$ cat config.mk
export PLATFORM = sky130hd
export DESIGN_NAME = kmer_mem_loader
export DESIGN_NICKNAME = d
export VERILOG_FILES = /design/src/rtl/kmer_mem_loader.sv
export SDC_FILE = /design/constraint.sdc
export NUM_CORES = 1
export LEC_CHECK = 0
export ABC_AREA = 1
export BUFFER_PORTS_ARGS = -buffer_cell sky130_fd_sc_hd__buf_4
export CAP_MARGIN = 20
export CORE_MARGIN = 2
export CORE_UTILIZATION = 32
export DETAILED_ROUTE_END_ITERATION = 10
export GPL_TIMING_DRIVEN = 0
export PLACE_DENSITY = 0.58
export SYNTH_ARGS = -nofsm -noshare
export SYNTH_HDL_FRONTEND = slang
export SYNTH_SLANG_ARGS = --single-unit
$ cat constraint.sdc
create_clock -name clk -period 1.7 [get_ports clk]
set_clock_uncertainty 0.1 [all_clocks]
set_input_delay 0.255 -clock clk [delete_from_list [all_inputs] [get_ports clk]]
set_output_delay 0.255 -clock clk [all_outputs]
set_load 0.02 [all_outputs]
$ cat src/rtl/kmer_mem_loader.sv
// Packs a stream of 4-bit one-hot bases into a fixed-size frame and presents
// the completed frame under a valid/ack handshake until the extractor releases it.
module kmer_mem_loader #(
    parameter int ACTUAL_MEM = 32,
    parameter int BASE_LEN   = 4,
    parameter int MEM_LEN    = ACTUAL_MEM * BASE_LEN,
    parameter int INDICE_LEN = $clog2(ACTUAL_MEM),
    parameter int CNT_LEN    = INDICE_LEN + 1
) (
    input  logic                clk,
    input  logic                rst,
    input  logic                in_valid,
    output logic                in_ready,
    input  logic [BASE_LEN-1:0] in_base,
    input  logic                in_last,
    output logic [MEM_LEN-1:0]  memory,
    output logic                mem_valid,
    input  logic                mem_ack,
    output logic [CNT_LEN-1:0]  base_count,
    output logic [CNT_LEN-1:0]  bad_count,
    output logic                truncated
);

    typedef enum logic [1:0] {
        FILL,
        DRAIN,
        HOLD
    } state_t;

    state_t                r_state;
    state_t                w_next_state;
    logic [MEM_LEN-1:0]    r_memory;
    logic [INDICE_LEN-1:0] r_wr_ptr;
    logic [CNT_LEN-1:0]    r_base_count;
    logic [CNT_LEN-1:0]    r_bad_count;
    logic                  r_truncated;

    logic                  w_accept;
    logic                  w_legal;
    logic                  w_full;
    logic [BASE_LEN-1:0]   w_store;

    // Handshake outputs decode registered state only, so no input reaches them combinationally.
    assign in_ready   = (r_state != HOLD);
    assign mem_valid  = (r_state == HOLD);
    assign memory     = r_memory;
    assign base_count = r_base_count;
    assign bad_count  = r_bad_count;
    assign truncated  = r_truncated;

    assign w_accept = in_valid && in_ready;
    // Zero (N) or exactly one bit set is a legal encoding.
    assign w_legal  = (in_base & (in_base - BASE_LEN'(1))) == '0;
    assign w_store  = w_legal ? in_base : '0;
    assign w_full   = (r_wr_ptr == INDICE_LEN'(ACTUAL_MEM - 1));

    // NOTE: next-state is assigned a default first so no path leaves it unassigned (no latch).
    always_comb begin
        w_next_state = r_state;
        case (r_state)
            FILL: begin
                if (w_accept) begin
                    if (in_last)     w_next_state = HOLD;
                    else if (w_full) w_next_state = DRAIN;
                end
            end
            DRAIN: begin
                if (w_accept && in_last) w_next_state = HOLD;
            end
            HOLD: begin
                if (mem_ack) w_next_state = FILL;
            end
            default: w_next_state = FILL;
        endcase
    end

    // NOTE: all state uses non-blocking assignment; the frame is a flop register, so it is reset like any other state.
    always_ff @(posedge clk) begin
        if (rst) begin
            r_state      <= FILL;
            r_memory     <= '0;
            r_wr_ptr     <= '0;
            r_base_count <= '0;
            r_bad_count  <= '0;
            r_truncated  <= 1'b0;
        end else begin
            r_state <= w_next_state;
            case (r_state)
                FILL: begin
                    if (w_accept) begin
                        for (int i = 0; i < ACTUAL_MEM; i++) begin
                            if (r_wr_ptr == INDICE_LEN'(i)) begin
                                r_memory[i*BASE_LEN +: BASE_LEN] <= w_store;
                            end
                        end
                        r_wr_ptr     <= r_wr_ptr + INDICE_LEN'(1);
                        r_base_count <= r_base_count + CNT_LEN'(1);
                        if (!w_legal) r_bad_count <= r_bad_count + CNT_LEN'(1);
                    end
                end
                DRAIN: begin
                    if (w_accept) r_truncated <= 1'b1;
                end
                HOLD: begin
                    // Clearing on release leaves every unwritten slot of the next frame as N.
                    if (mem_ack) begin
                        r_memory     <= '0;
                        r_wr_ptr     <= '0;
                        r_base_count <= '0;
                        r_bad_count  <= '0;
                        r_truncated  <= 1'b0;
                    end
                end
                default: ;
            endcase
        end
    end

endmodule
### Word level (Yosys, flattened, before mapping)

Cells that the tools add are included.

* reductions and logical operators: 43
* muxes and demuxes: 54
* add/subtract/negate cells: 4
* equality and inequality tests: 72
* order comparisons: 0
* divide/modulo/power cells: 0
* shift operators: 0
* bitwise gates (word level): 1
* multipliers: 0

Operators with widths (count)
* $mux W128: 2
* $pmux W128 S2: 1
* $reduce_and A4 Y1: 34
* $mux W4: 33
* $eq A5 B5 Y1 const B: 16
* $ne A2 B2 Y1 const B: 37
* $eq A5 B4 Y1 const B: 8
* $mux W6: 4
* $pmux W6 S2: 2
* $eq A5 B3 Y1 const B: 4
* $add A6 B1 Y6 const B: 2
* $eq A5 B2 Y1 const B: 2
* $mux W2: 5
* $mux W5: 2
* $pmux W5 S2: 1
* $pmux W2 S3: 1
* $reduce_and A3 Y1: 2
* $add A5 B1 Y5 const B: 1
* $eq A5 B1 Y1 const B: 1
* $logic_not A5 Y1: 1
* $and A4 B4 Y4: 1
* $logic_not A4 Y1: 1
* $reduce_bool A2 Y1: 2
* $sub A4 B1 Y4 const B: 1
* 8 further kinds: 10

* bits of input ports: 9
* memories kept: 0
* bits in read-only memories: 0
* flip-flop bits (word level): 148
* bits in writable memories: 0
* output and inout bits: 143
* latch bits: 0

### Longest topological paths before layout

* depth after elaboration: 7
* gate-level depth with buffers: 10

### Least setup slack after synthesis

No wires, ideal clock.

* kind: register -> register
* from: reg r_wr_ptr[0]
* to: reg r_memory[124], in the netlist memory[124]
* buffers on the path: 1
* setup time: 0.113 ns
* period minus slack after synthesis: 1.676 ns
* slack: 0.024 ns
* required time: 1.487 ns
* cell stages (with the launch flop): 11
* arrival: 1.463 ns
* cells stage by stage: dfxtp_1 > ha_1 > clkbuf_1 > inv_1 > nor2_1 > ha_1 > nor2_1 > nor2_4 > nand2_1 > nand2_1 > nor2_1

* word-level cells in the longest chain between the ends: 3

Ends and longest elaborated chain
* start, declared: RTL line 33 `logic [INDICE_LEN-1:0] r_wr_ptr;`
* start signal, assigned: RTL line 96 `r_wr_ptr <= r_wr_ptr + INDICE_LEN'(1);`
* $eq A5 B5 Y1: RTL line 92 `if (r_wr_ptr == INDICE_LEN'(i)) begin`
* $ne A2 B2 Y1 (no line)
* $reduce_and A4 Y1 (no line)
* end signal, assigned by index: RTL line 93 `r_memory[i*BASE_LEN +: BASE_LEN] <= w_store;`
* end, declared: RTL line 32 `logic [MEM_LEN-1:0] r_memory;`

Every way passes these cells.
A chain may end at the register's enable or synchronous reset.

### Worst setup path in the final report

* from: reg r_state[1]
* to: out mem_valid

* word-level cells in the longest chain between the ends: 1

Ends and longest elaborated chain
* start, declared: RTL line 30 `state_t r_state;`
* start signal, assigned: RTL line 87 `r_state <= w_next_state;`
* $eq A2 B2 Y1: RTL line 45 `assign mem_valid = (r_state == HOLD);`
* end, declared: RTL line 17 `output logic mem_valid,`

Every way passes these cells.

==> out/metrics.yaml <==
run_status:
  status: "finished with violations"
  violations: "setup timing"
synthesis:
  synth-seq-cells: 148
  postSynthCellCount: 950
  ys_seq_area_frac: 0.470
  syn_nets: 967
  avgSynthCellArea_um2: 6.64
  ys_types: 28
  synth.cell_area_mm2: 0.00631
  yosysWarnings: 0
cts:
  cts_root_buf: "clkbuf_16"
  htreeDepth: 4
  clock_path_buffers: 2
  path_clk_slew_ns: 0.06
  clk-insertion-delay-late_ns: 0.42
  numCtsBuffers: 17
  cts_sinks: 148
  cts_tree: "yes"
sta:
  slew_viol_final: 0
  rsz0062_at_grt: "true"
  fin_setup_tns_ns: -0.102
  slew_headroom: 0.538
  worstMarginPinSlew_ns: 0.692
  fmax_mhz: 580
  fin_crit_sh: 1.01
  hold_violations: 0
  setup_viol: 6
  fin_ws_ns: -0.0242
  fin_crit_ns: 1.72
routing:
  wl_mm: 19.2
  vias: 6215
  drtIter0Drc: 282
  drc: 0
  firstDrtPassIters: 8
  antenna_left: 0
  viasPerCell: 4.42
  wl_per_cell_um: 13.6
global_routing:
  antenna_found_initial: 0
  grt_pass1_vias: 5334
  grt_usage: 0.180
  grt_pass1_wl_mm: 28.6
  overflow: 0
  grt_max_degree: 17
floorplanning:
  core_area_mm2: 0.0194
  rows: 51
  start_util: 0.325
  io_pins: 152
  die_h_um: 144
  die_w_um: 144
  dieArea_mm2: 0.0209
placement:
  numPortBuffers: 151
  gp_congestion: 0.855
  dp.cells: 1366
  place_hpwl_mm: 13.2
worst_setup_path:
  crit_path_start_kind: "flop"
  r2r_start: "r_state[1]$_SDFFE_PP0P_"
  startpoint: "r_state[1]$_SDFFE_PP0P_"
  cp.required_ns: 1.34
  worstSetupPathType: "reg2out"
  cp.arrival_ns: 1.37
  crit_fanout: 7
  end_kind: "output port"
final_layout:
  drive_above_1_share: 0.240
  fillers: 2088
  antenna_cells: 0
  area_growth_syn_to_layout_pct: 38.2
  stdcell_count: 1406
  final_nets: 1147
pwr:
  irDropWorstVdd_mv: 0.683
  cellPowerDensity_mw_per_mm2: 1170
  total_power_mw: 10.2
  p_leak_nw: 4.13
min_path:
  hp-class: "in2reg"
  hp-start: "in_valid"
job:
  maxCapViolCount: 0
==> flip-flops by register name, indices dropped and copies added (netlist names) <==
register	cells
r_wr_ptr	5
bad_count	6
truncated	1
memory	128
base_count	6
r_state	2
==> layout by cell type (no fill, tap or decap), drive strengths merged, types with 3 or more instances in the layout <==
| cell | synthesis | routed |
|---|---|---|
| xor2 | 3 | 3 |
| nand3 | 39 | 39 |
| a21oi | 22 | 22 |
| o21ai | 7 | 7 |
| nand2 | 342 | 342 |
| inv | 42 | 43 |
| buf | 25 | 189 |
| clkinv | 3 | 5 |
| nor2 | 284 | 284 |
| bufinv | 0 | 4 |
| ha | 8 | 8 |
| nand4 | 5 | 5 |
| dfxtp | 148 | 148 |
| clkbuf | 16 | 33 |
==> metal layers <==
| layer | vias to the layer above | part of all wire | global-route usage |
|---|---|---|---|
| met2 | 144 | 0.46 | 0.287 |
| met3 | 12 | 0.057 | 0.0550 |
| met4 | 0 | 0.0067 | 0.0368 |
| met5 | - | 0 | 0 |
| li1 | 3248 | - | - |
| met1 | 2811 | 0.48 | 0.241 |
==> critical path, cell delays in order, from the launching register on <==
cell	delay, ns
dfxtp_4	0.41
inv_8	0.07
nor2_8	0.10
buf_6	0.14
buf_4	0.12
buf_6	0.11
==> repair_timing <==
action	4_1_cts	5_1_grt
buffers inserted	6	7
endpoints found under the hold margin	1	0
gates resized for setup	26	63
setup endpoints to repair	141	136
hold buffers	1	0
pin swaps	2	21
==> final cells by class <==
type                    instances  area (um2)  share of cell area
multi-input cells             716        3130               0.359
flip-flops and latches        148        2980               0.341
repair buffers                165        1250               0.144
clock buffers                  21         460              0.0528
well taps                     265         332              0.0380
plain buffers                  37         225              0.0258
inverters                      45         189              0.0217
clock inverters                 9         154              0.0176
==> cell usage after synthesis (all sizes together) <==
master | n | area share
o22ai | 1 | 0.00099
ha | 8 | 0.016
o21ai | 7 | 0.0056
nor2 | 284 | 0.17
nand2 | 342 | 0.21
buf | 25 | 0.020
nor3 | 2 | 0.0016
xor2 | 3 | 0.0042
dfxtp | 148 | 0.47
clkinv | 3 | 0.0018
nand3 | 39 | 0.031
o21a | 1 | 0.0012
inv | 42 | 0.025
nand4 | 5 | 0.0050
clkbuf | 16 | 0.0095
a31oi | 1 | 0.00099
o31ai | 1 | 0.0012
a21oi | 22 | 0.028
==> worst paths after layout <==
check | to | slack (ns) | cells after the start
max | mem_valid | -0.02 | 5
min | truncated$_SDFFE_PP0P_ | 0.04 | 3
max reg2reg | memory[61]$_SDFFE_PP0P_ | -0.02 | 11
min reg2reg | truncated$_SDFFE_PP0P_ | 0.37 | 2
==> power breakdown <==
| part | total (mW) | internal [mW] | switching, mW |
|---|---|---|---|
| logic | 2.29 | 0.868 | 1.42 |
| registers | 3.98 | 3.78 | 0.198 |
| clock network | 3.98 | 2.52 | 1.46 |
| total | 10.2 | 7.16 | 3.08 |
==> through the flow <==
step                      worst slack, ns   util  hold slack (ns)  cell area, um2
after floorplan                    0.0237      -            0.255            6310
after global placement             -0.405  0.401            0.355            7770
after detailed placement           -0.432  0.401            0.358            7770
after CTS                         -0.0138  0.439           0.0148            8520
after global routing              -0.0906  0.450           0.0411            8720
final                             -0.0242  0.450           0.0423            8720
==> cell families after synthesis <==
| logic type | count (synthesis) | synth area share |
|---|---|---|
| and+or+nand+nor | 672 | 0.416 |
| DFF | 148 | 0.470 |
| buffers and inverters | 86 | 0.0559 |
| AOI/OAI and AO/OA | 33 | 0.0381 |
| adders and majority gates | 8 | 0.0159 |
| xor gates and xnor gates | 3 | 0.00416 |
Power figures use the tool's default switching activity.
